## src/rtl/micro_op_queue_pkg.sv

```systemverilog
// Shared field widths, opcode constants and the micro-op record for the decode-side queue.
// The width macros normally arrive from common_params.h; the fallbacks below match it.
`ifndef MICRO_W
`define MICRO_W 7
`endif
`ifndef REG_ADDR_W
`define REG_ADDR_W 5
`endif
`ifndef IMM_W
`define IMM_W 32
`endif
`ifndef BIT_MODE_W
`define BIT_MODE_W 2
`endif
`ifndef ADDR_W
`define ADDR_W 32
`endif
`ifndef MICRO_NOP
`define MICRO_NOP 0
`endif
`ifndef MICRO_ADDI
`define MICRO_ADDI 12
`endif

package micro_op_queue_pkg;

    localparam int MICRO_W    = `MICRO_W;
    localparam int REG_ADDR_W = `REG_ADDR_W;
    localparam int IMM_W      = `IMM_W;
    localparam int BIT_MODE_W = `BIT_MODE_W;
    localparam int ADDR_W     = `ADDR_W;

    localparam logic [MICRO_W-1:0] MICRO_NOP  = MICRO_W'(`MICRO_NOP);
    localparam logic [MICRO_W-1:0] MICRO_ADDI = MICRO_W'(`MICRO_ADDI);

    typedef struct packed {
        logic [MICRO_W-1:0]    opcode;
        logic [REG_ADDR_W-1:0] addr_d;
        logic [REG_ADDR_W-1:0] addr_s;
        logic [REG_ADDR_W-1:0] addr_t;
        logic [IMM_W-1:0]      immediate;
        logic [BIT_MODE_W-1:0] bit_mode;
        logic                  efl_mode;
        logic [ADDR_W-1:0]     pc;
    } uop_t;

endpackage

```

## src/rtl/micro_op_queue.sv

```systemverilog
// Strict-FIFO micro-op queue between decode stages; head fields read combinationally
// from the rd_ptr entry and forced to zero (a NOP) whenever the queue is empty.
module micro_op_queue
    import micro_op_queue_pkg::*;
#(
    parameter int DEPTH = 8
)
(
    input  logic                    clk,
    input  logic                    rstn,
    input  logic                    enq_valid,
    input  logic [MICRO_W-1:0]      enq_opcode,
    input  logic [REG_ADDR_W-1:0]   enq_reg_addr_d,
    input  logic [REG_ADDR_W-1:0]   enq_reg_addr_s,
    input  logic [REG_ADDR_W-1:0]   enq_reg_addr_t,
    input  logic [IMM_W-1:0]        enq_immediate,
    input  logic [BIT_MODE_W-1:0]   enq_bit_mode,
    input  logic                    enq_efl_mode,
    input  logic [ADDR_W-1:0]       enq_pc,
    output logic                    enq_ready,
    output logic [MICRO_W-1:0]      deq_opcode_head,
    output logic [REG_ADDR_W-1:0]   deq_reg_addr_d_head,
    output logic [REG_ADDR_W-1:0]   deq_reg_addr_s_head,
    output logic [REG_ADDR_W-1:0]   deq_reg_addr_t_head,
    output logic [IMM_W-1:0]        deq_immediate_head,
    output logic [BIT_MODE_W-1:0]   deq_bit_mode_head,
    output logic                    deq_efl_mode_head,
    output logic [ADDR_W-1:0]       deq_pc_head,
    output logic                    deq_valid,
    input  logic                    stall,
    input  logic                    flush,
    output logic [$clog2(DEPTH):0]  count
);

    localparam int PTR_W = $clog2(DEPTH);
    localparam int CNT_W = PTR_W + 1;
    localparam logic [CNT_W-1:0] FULL_CNT = CNT_W'(DEPTH);

    logic [MICRO_W-1:0]    r_opcode    [DEPTH];
    logic [REG_ADDR_W-1:0] r_addr_d    [DEPTH];
    logic [REG_ADDR_W-1:0] r_addr_s    [DEPTH];
    logic [REG_ADDR_W-1:0] r_addr_t    [DEPTH];
    logic [IMM_W-1:0]      r_immediate [DEPTH];
    logic [BIT_MODE_W-1:0] r_bit_mode  [DEPTH];
    logic                  r_efl_mode  [DEPTH];
    logic [ADDR_W-1:0]     r_pc        [DEPTH];

    logic [PTR_W-1:0] r_rd_ptr;
    logic [PTR_W-1:0] r_wr_ptr;
    logic [CNT_W-1:0] r_count;

    logic w_push;
    logic w_pop;
    uop_t w_head;

    // Readiness looks only at occupancy, so a full queue never accepts even while popping.
    assign enq_ready = (r_count != FULL_CNT);
    assign deq_valid = (r_count != '0);
    assign count     = r_count;

    assign w_push = enq_valid & enq_ready & ~flush;
    assign w_pop  = deq_valid & ~stall & ~flush;

    // Storage holds no reset; empty-queue masking on the head covers stale contents.
    always_ff @(posedge clk) begin
        if (w_push) begin
            r_opcode[r_wr_ptr]    <= enq_opcode;
            r_addr_d[r_wr_ptr]    <= enq_reg_addr_d;
            r_addr_s[r_wr_ptr]    <= enq_reg_addr_s;
            r_addr_t[r_wr_ptr]    <= enq_reg_addr_t;
            r_immediate[r_wr_ptr] <= enq_immediate;
            r_bit_mode[r_wr_ptr]  <= enq_bit_mode;
            r_efl_mode[r_wr_ptr]  <= enq_efl_mode;
            r_pc[r_wr_ptr]        <= enq_pc;
        end
    end

    // DEPTH is a power of two, so natural pointer overflow is the modulo wrap.
    always_ff @(posedge clk or negedge rstn) begin
        if (!rstn) begin
            r_rd_ptr <= '0;
            r_wr_ptr <= '0;
            r_count  <= '0;
        end else if (flush) begin
            r_rd_ptr <= '0;
            r_wr_ptr <= '0;
            r_count  <= '0;
        end else begin
            if (w_push) begin
                r_wr_ptr <= r_wr_ptr + PTR_W'(1);
            end
            if (w_pop) begin
                r_rd_ptr <= r_rd_ptr + PTR_W'(1);
            end
            case ({w_push, w_pop})
                2'b10:   r_count <= r_count + CNT_W'(1);
                2'b01:   r_count <= r_count - CNT_W'(1);
                default: r_count <= r_count;
            endcase
        end
    end

    always_comb begin
        w_head        = '0;
        w_head.opcode = MICRO_NOP;
        if (deq_valid) begin
            w_head.opcode    = r_opcode[r_rd_ptr];
            w_head.addr_d    = r_addr_d[r_rd_ptr];
            w_head.addr_s    = r_addr_s[r_rd_ptr];
            w_head.addr_t    = r_addr_t[r_rd_ptr];
            w_head.immediate = r_immediate[r_rd_ptr];
            w_head.bit_mode  = r_bit_mode[r_rd_ptr];
            w_head.efl_mode  = r_efl_mode[r_rd_ptr];
            w_head.pc        = r_pc[r_rd_ptr];
        end
    end

    assign deq_opcode_head     = w_head.opcode;
    assign deq_reg_addr_d_head = w_head.addr_d;
    assign deq_reg_addr_s_head = w_head.addr_s;
    assign deq_reg_addr_t_head = w_head.addr_t;
    assign deq_immediate_head  = w_head.immediate;
    assign deq_bit_mode_head   = w_head.bit_mode;
    assign deq_efl_mode_head   = w_head.efl_mode;
    assign deq_pc_head         = w_head.pc;

endmodule

```

## config.mk

```make
export PLATFORM = sky130hd
export DESIGN_NAME = micro_op_queue
export DESIGN_NICKNAME = d
export VERILOG_FILES = /design/src/rtl/micro_op_queue_pkg.sv /design/src/rtl/micro_op_queue.sv
export SDC_FILE = /design/constraint.sdc
export NUM_CORES = 1
export LEC_CHECK = 0
export CORE_MARGIN = 1.5
export CORE_UTILIZATION = 50
export DETAILED_ROUTE_END_ITERATION = 7
export GPL_TIMING_DRIVEN = 0
export PLACE_DENSITY = 0.8
export SLEW_MARGIN = 30
export SYNTH_ARGS = -nofsm -noshare
export SYNTH_HDL_FRONTEND = slang
export SYNTH_SLANG_ARGS = --single-unit
export TNS_END_PERCENT = 10
```

## constraint.sdc

```tcl
create_clock -name clk -period 8.7 [get_ports clk]
set_input_delay 1.74 -clock clk [delete_from_list [all_inputs] [get_ports clk]]
set_output_delay 1.74 -clock clk [all_outputs]
set_load 0.005 [all_outputs]
```

==> results.md <==
* Post-CTS Setup Inserts at 0
* GRT overflow at 0
* Mean post-synth cell area at 22.8 um2
* Final worst slack at 2.67 ns
* Global-route wire length before repair at 86,600 um
* Cell family contributing the most delay on the critical path: buffers and inverters
* Largest fanout on the critical path at 10
* Sink of the worst hold path: count[2]
* Top cell type's share of synthesized area at 0.775
* Cell types with the largest area share after synthesis: sky130_fd_sc_hd__edfxtp_1 77%, sky130_fd_sc_hd__mux4_2 15%, sky130_fd_sc_hd__mux2i_1 3.3%
* Number of cell instances on the worst register-to-register path at 10
* Area added between synthesis and finish at 23.0%
* Vias in the first global route at 13,931
* Number of DRC violations after detailed-routing iteration 0 at 1,171
* DRC violations left at 0
* Final Hold Violating Endpoints at 0
* Synthesized instance count at 1,211
* Setup slack at placement at 3.20 ns
* Buffers plus inverters on the worst setup path at 4
* # clock sinks at 722
* Fraction of the yosys area taken by sequential cells at 0.784
* Cells along the critical path: clkbuf_1, clkbuf_1, clkbuf_1, mux4_2, mux2i_1, nor2_1, clkdlybuf4s50_1
* Critical Path Slowest Stage Cell: sky130_fd_sc_hd__clkbuf_1
* Largest stage delay on the critical path at 0.77 ns
* Full die area at 56,600 um2
* HP Start: count[2]
* Horizontal die dimension at 238 um
* GRT Util Overall at 0.210
* Library cell occupying the most area in the post-synthesis netlist: sky130_fd_sc_hd__edfxtp_1
* Largest net degree at the start of global routing at 20
* Seq. cell area at 21,600 um2
* Total number of yosys warnings at 0
* Number of buffers on the longest clock path at 3
* Power density cells at 272 nW/um2
* Highest Clock Rate at 0.166 GHz
* Critical Path RT at 6.96 ns
* Drt first pass iters at 6
* Routed WL at 58,000 um
* CP Capture Type: output port
* Total number of vias at 13,187
* Setup slack, reg-to-reg at 5.58 ns
* Total area of multi-input combinational cells at 5730 um2
* Beginning of the worst register-to-register path: count[1]
* Number of gates resized after CTS at 0
* Synth Register Bits at 722
* Nets at 1,630
* Slew Limit Headroom at 0.348
* Final Max Tran Viols at 0
* Layout Cell Area excl Fill at 34,000 um2
* FP Rows at 85
* Share of cells above drive strength 1 at 0.236
* Final weighted congestion in routability-driven placement at 0.761
* CP Launch Type: register
* Placed wire-length estimate at 37,600 um
* Worst setup path class: register to output port
* Reg2reg end: r_immediate[1][2]
* Transition at the pin with the smallest max-transition slack at 0.978 ns
* Core Box Area at 54,100 um2
* Placed cell areas at 31,600 um2
* Post-route worst hold slack at 0.686 ns
* Synthesized Nets at 1,309
* Starting utilization of the core area at 0.510
* CTS HTree Levels at 3
* Setup violation total in the final timing report at 0
* Number of different library cells in the post-synthesis netlist at 37
* Number of buffers created by CTS at 72
* Via count normalized by instance count at 5.77
* Max-capacitance violation count at 0
* Input/output buffers at 186
* Worst Hold Depth at 2
* Clock Pin Slew Worst Setup and Hold Paths at 0.06 ns
* Leakage power at 10.5 nW
* Post-route minimum period at 6.03 ns
* Number of enable flip-flop cells after synthesis at 712
* Clock root buffer: sky130_fd_sc_hd__clkbuf_16
* Share of flip-flops with an asynchronous set or reset at 0.0139
* Post-route ant nets at 0
* Ports placed on the boundary at 189
* RSZ-0062 raised after global routing: no
* Layout Skew at 0.0158 ns
* Critical path origin: r_rd_ptr[1]
* Top_reg_cell synth: sky130_fd_sc_hd__edfxtp_1
* Number of filler instances in the final layout at 3,572
* Latest clock arrival within the worst-skew pair at 0.59 ns
* CTS Hold Buffers Added at 0
* Tightest Hold Check Type: register to register
* Maximum vdd drop at 0.156 mV
* WP data arrival at 4.29 ns
* Post-DR wirelength/cell at 25.4 um
* Die Y-Extent at 238 um
* Final Cycle Share at 0.693
* Number of antenna violations at the first check in global routing at 4
* Most common cell type on the critical path: sky130_fd_sc_hd__clkbuf_1
* Post-synthesis instance area at 27,600 um2
* Outcome: finished clean
* Clock tree from TritonCTS: yes
[sequential cells by signal, indices dropped and copies added, names as in the netlist, 4 cells and up]
| signal | flops |
|---|---|
| r_efl_mode | 8 |
| r_immediate | 256 |
| r_pc | 256 |
| r_addr_s | 40 |
| count | 4 |
| r_opcode | 56 |
| r_addr_t | 40 |
| r_bit_mode | 16 |
| r_addr_d | 40 |
[power by group]
group          total (mW)  leakage, nW  switching (mW)  internal (mW)
registers            4.00         6.57          0.0443           3.96
clock network        3.09         1.16            1.24           1.85
logic                2.13         2.82            1.04           1.09
total                9.23         10.5            2.32           6.90
[synth_stat cells (all sizes together) (3+ instances only)]
library cell,count
buf,32
nand2,4
nor3,5
inv,3
xnor2,3
dfrtp,10
ha,4
mux4,178
mux2i,90
edfxtp,712
a21oi,5
o211ai,3
o21ai,4
nor2,101
clkbuf,32
or3,3
[worst max-delay path by stage]
stage                   endpoint  slack, ns  cells past startpoint
6_report          deq_pc_head[1]       2.67                      7
5_1_grt           deq_pc_head[1]       2.46                      7
4_1_cts           deq_pc_head[1]       2.55                      7
3_5_place_dp      deq_pc_head[1]       3.20                      7
3_3_place_gp   r_immediate[1][2]      -6.73                      3
2_1_floorplan     r_addr_d[1][0]     -0.004                      3
[metrics by stage]
step,utilization,setup TNS [ns],cells,total power [mW]
floorplan,-,-0.379,1211,5.12
global placement,0.560,-1704.06,2093,6.17
detailed placement,0.583,0,2154,6.22
CTS,0.627,0,2282,9.32
global route,0.627,0,2284,9.58
finish,0.627,0,2285,9.23
[worst register-to-register path: cells and delay by family (launching register included)]
kind / cells / cell delay (ns)
and+or+nand+nor: 3 / 1.03
DFF: 1 / 0.50
buffers and inverters: 7 / 1.29
[metal layers]
metal / track usage / up-vias / share of wire
met5: 0 / - / 0.00047
met4: 0.0614 / 4 / 0.019
met3: 0.0397 / 81 / 0.063
met2: 0.359 / 456 / 0.52
met1: 0.276 / 6927 / 0.40
li1: - / 5719 / -
[cell families (layout without fill, tap and decap cells)]
group                    after synthesis  count (layout)  share of synthesized area
flip-flops                           722             722                      0.784
other                                  0               3                          0
buffers and inverters                 67             442                     0.0106
adder cells (fa/ha/maj)                4               4                    0.00181
AND/OR/NAND/NOR                      128             128                     0.0200
AO/OA/AOI/OAI                         17              17                    0.00417
XOR/XNOR                               5               5                    0.00159
multiplexers                         268             268                      0.178
[final cells by class]
type / count / share of cell area
diodes: 3 / 0.000221
multi-input cells: 422 / 0.169
repair buffers: 247 / 0.0897
clock inverters: 38 / 0.0114
flip-flops and latches: 722 / 0.637
inverters: 3 / 0.000332
well taps: 696 / 0.0256
clock buffers: 90 / 0.0585
plain buffers: 64 / 0.00833
[cell usage in the layout, fill, tap and decap left out, drive strengths merged, types with 3 or more instances in the layout]
master	instances
diode	3
nand2	4
clkbuf	122
mux2i	90
a21oi	5
nor2	101
mux4	178
edfxtp	712
inv	5
xnor2	3
dfrtp	10
ha	4
clkdlybuf4s50	186
nor3	5
o211ai	3
or3	3
o21ai	4
buf	93
bufinv	8
clkinv	26
(Power assumes the default switching activity.)
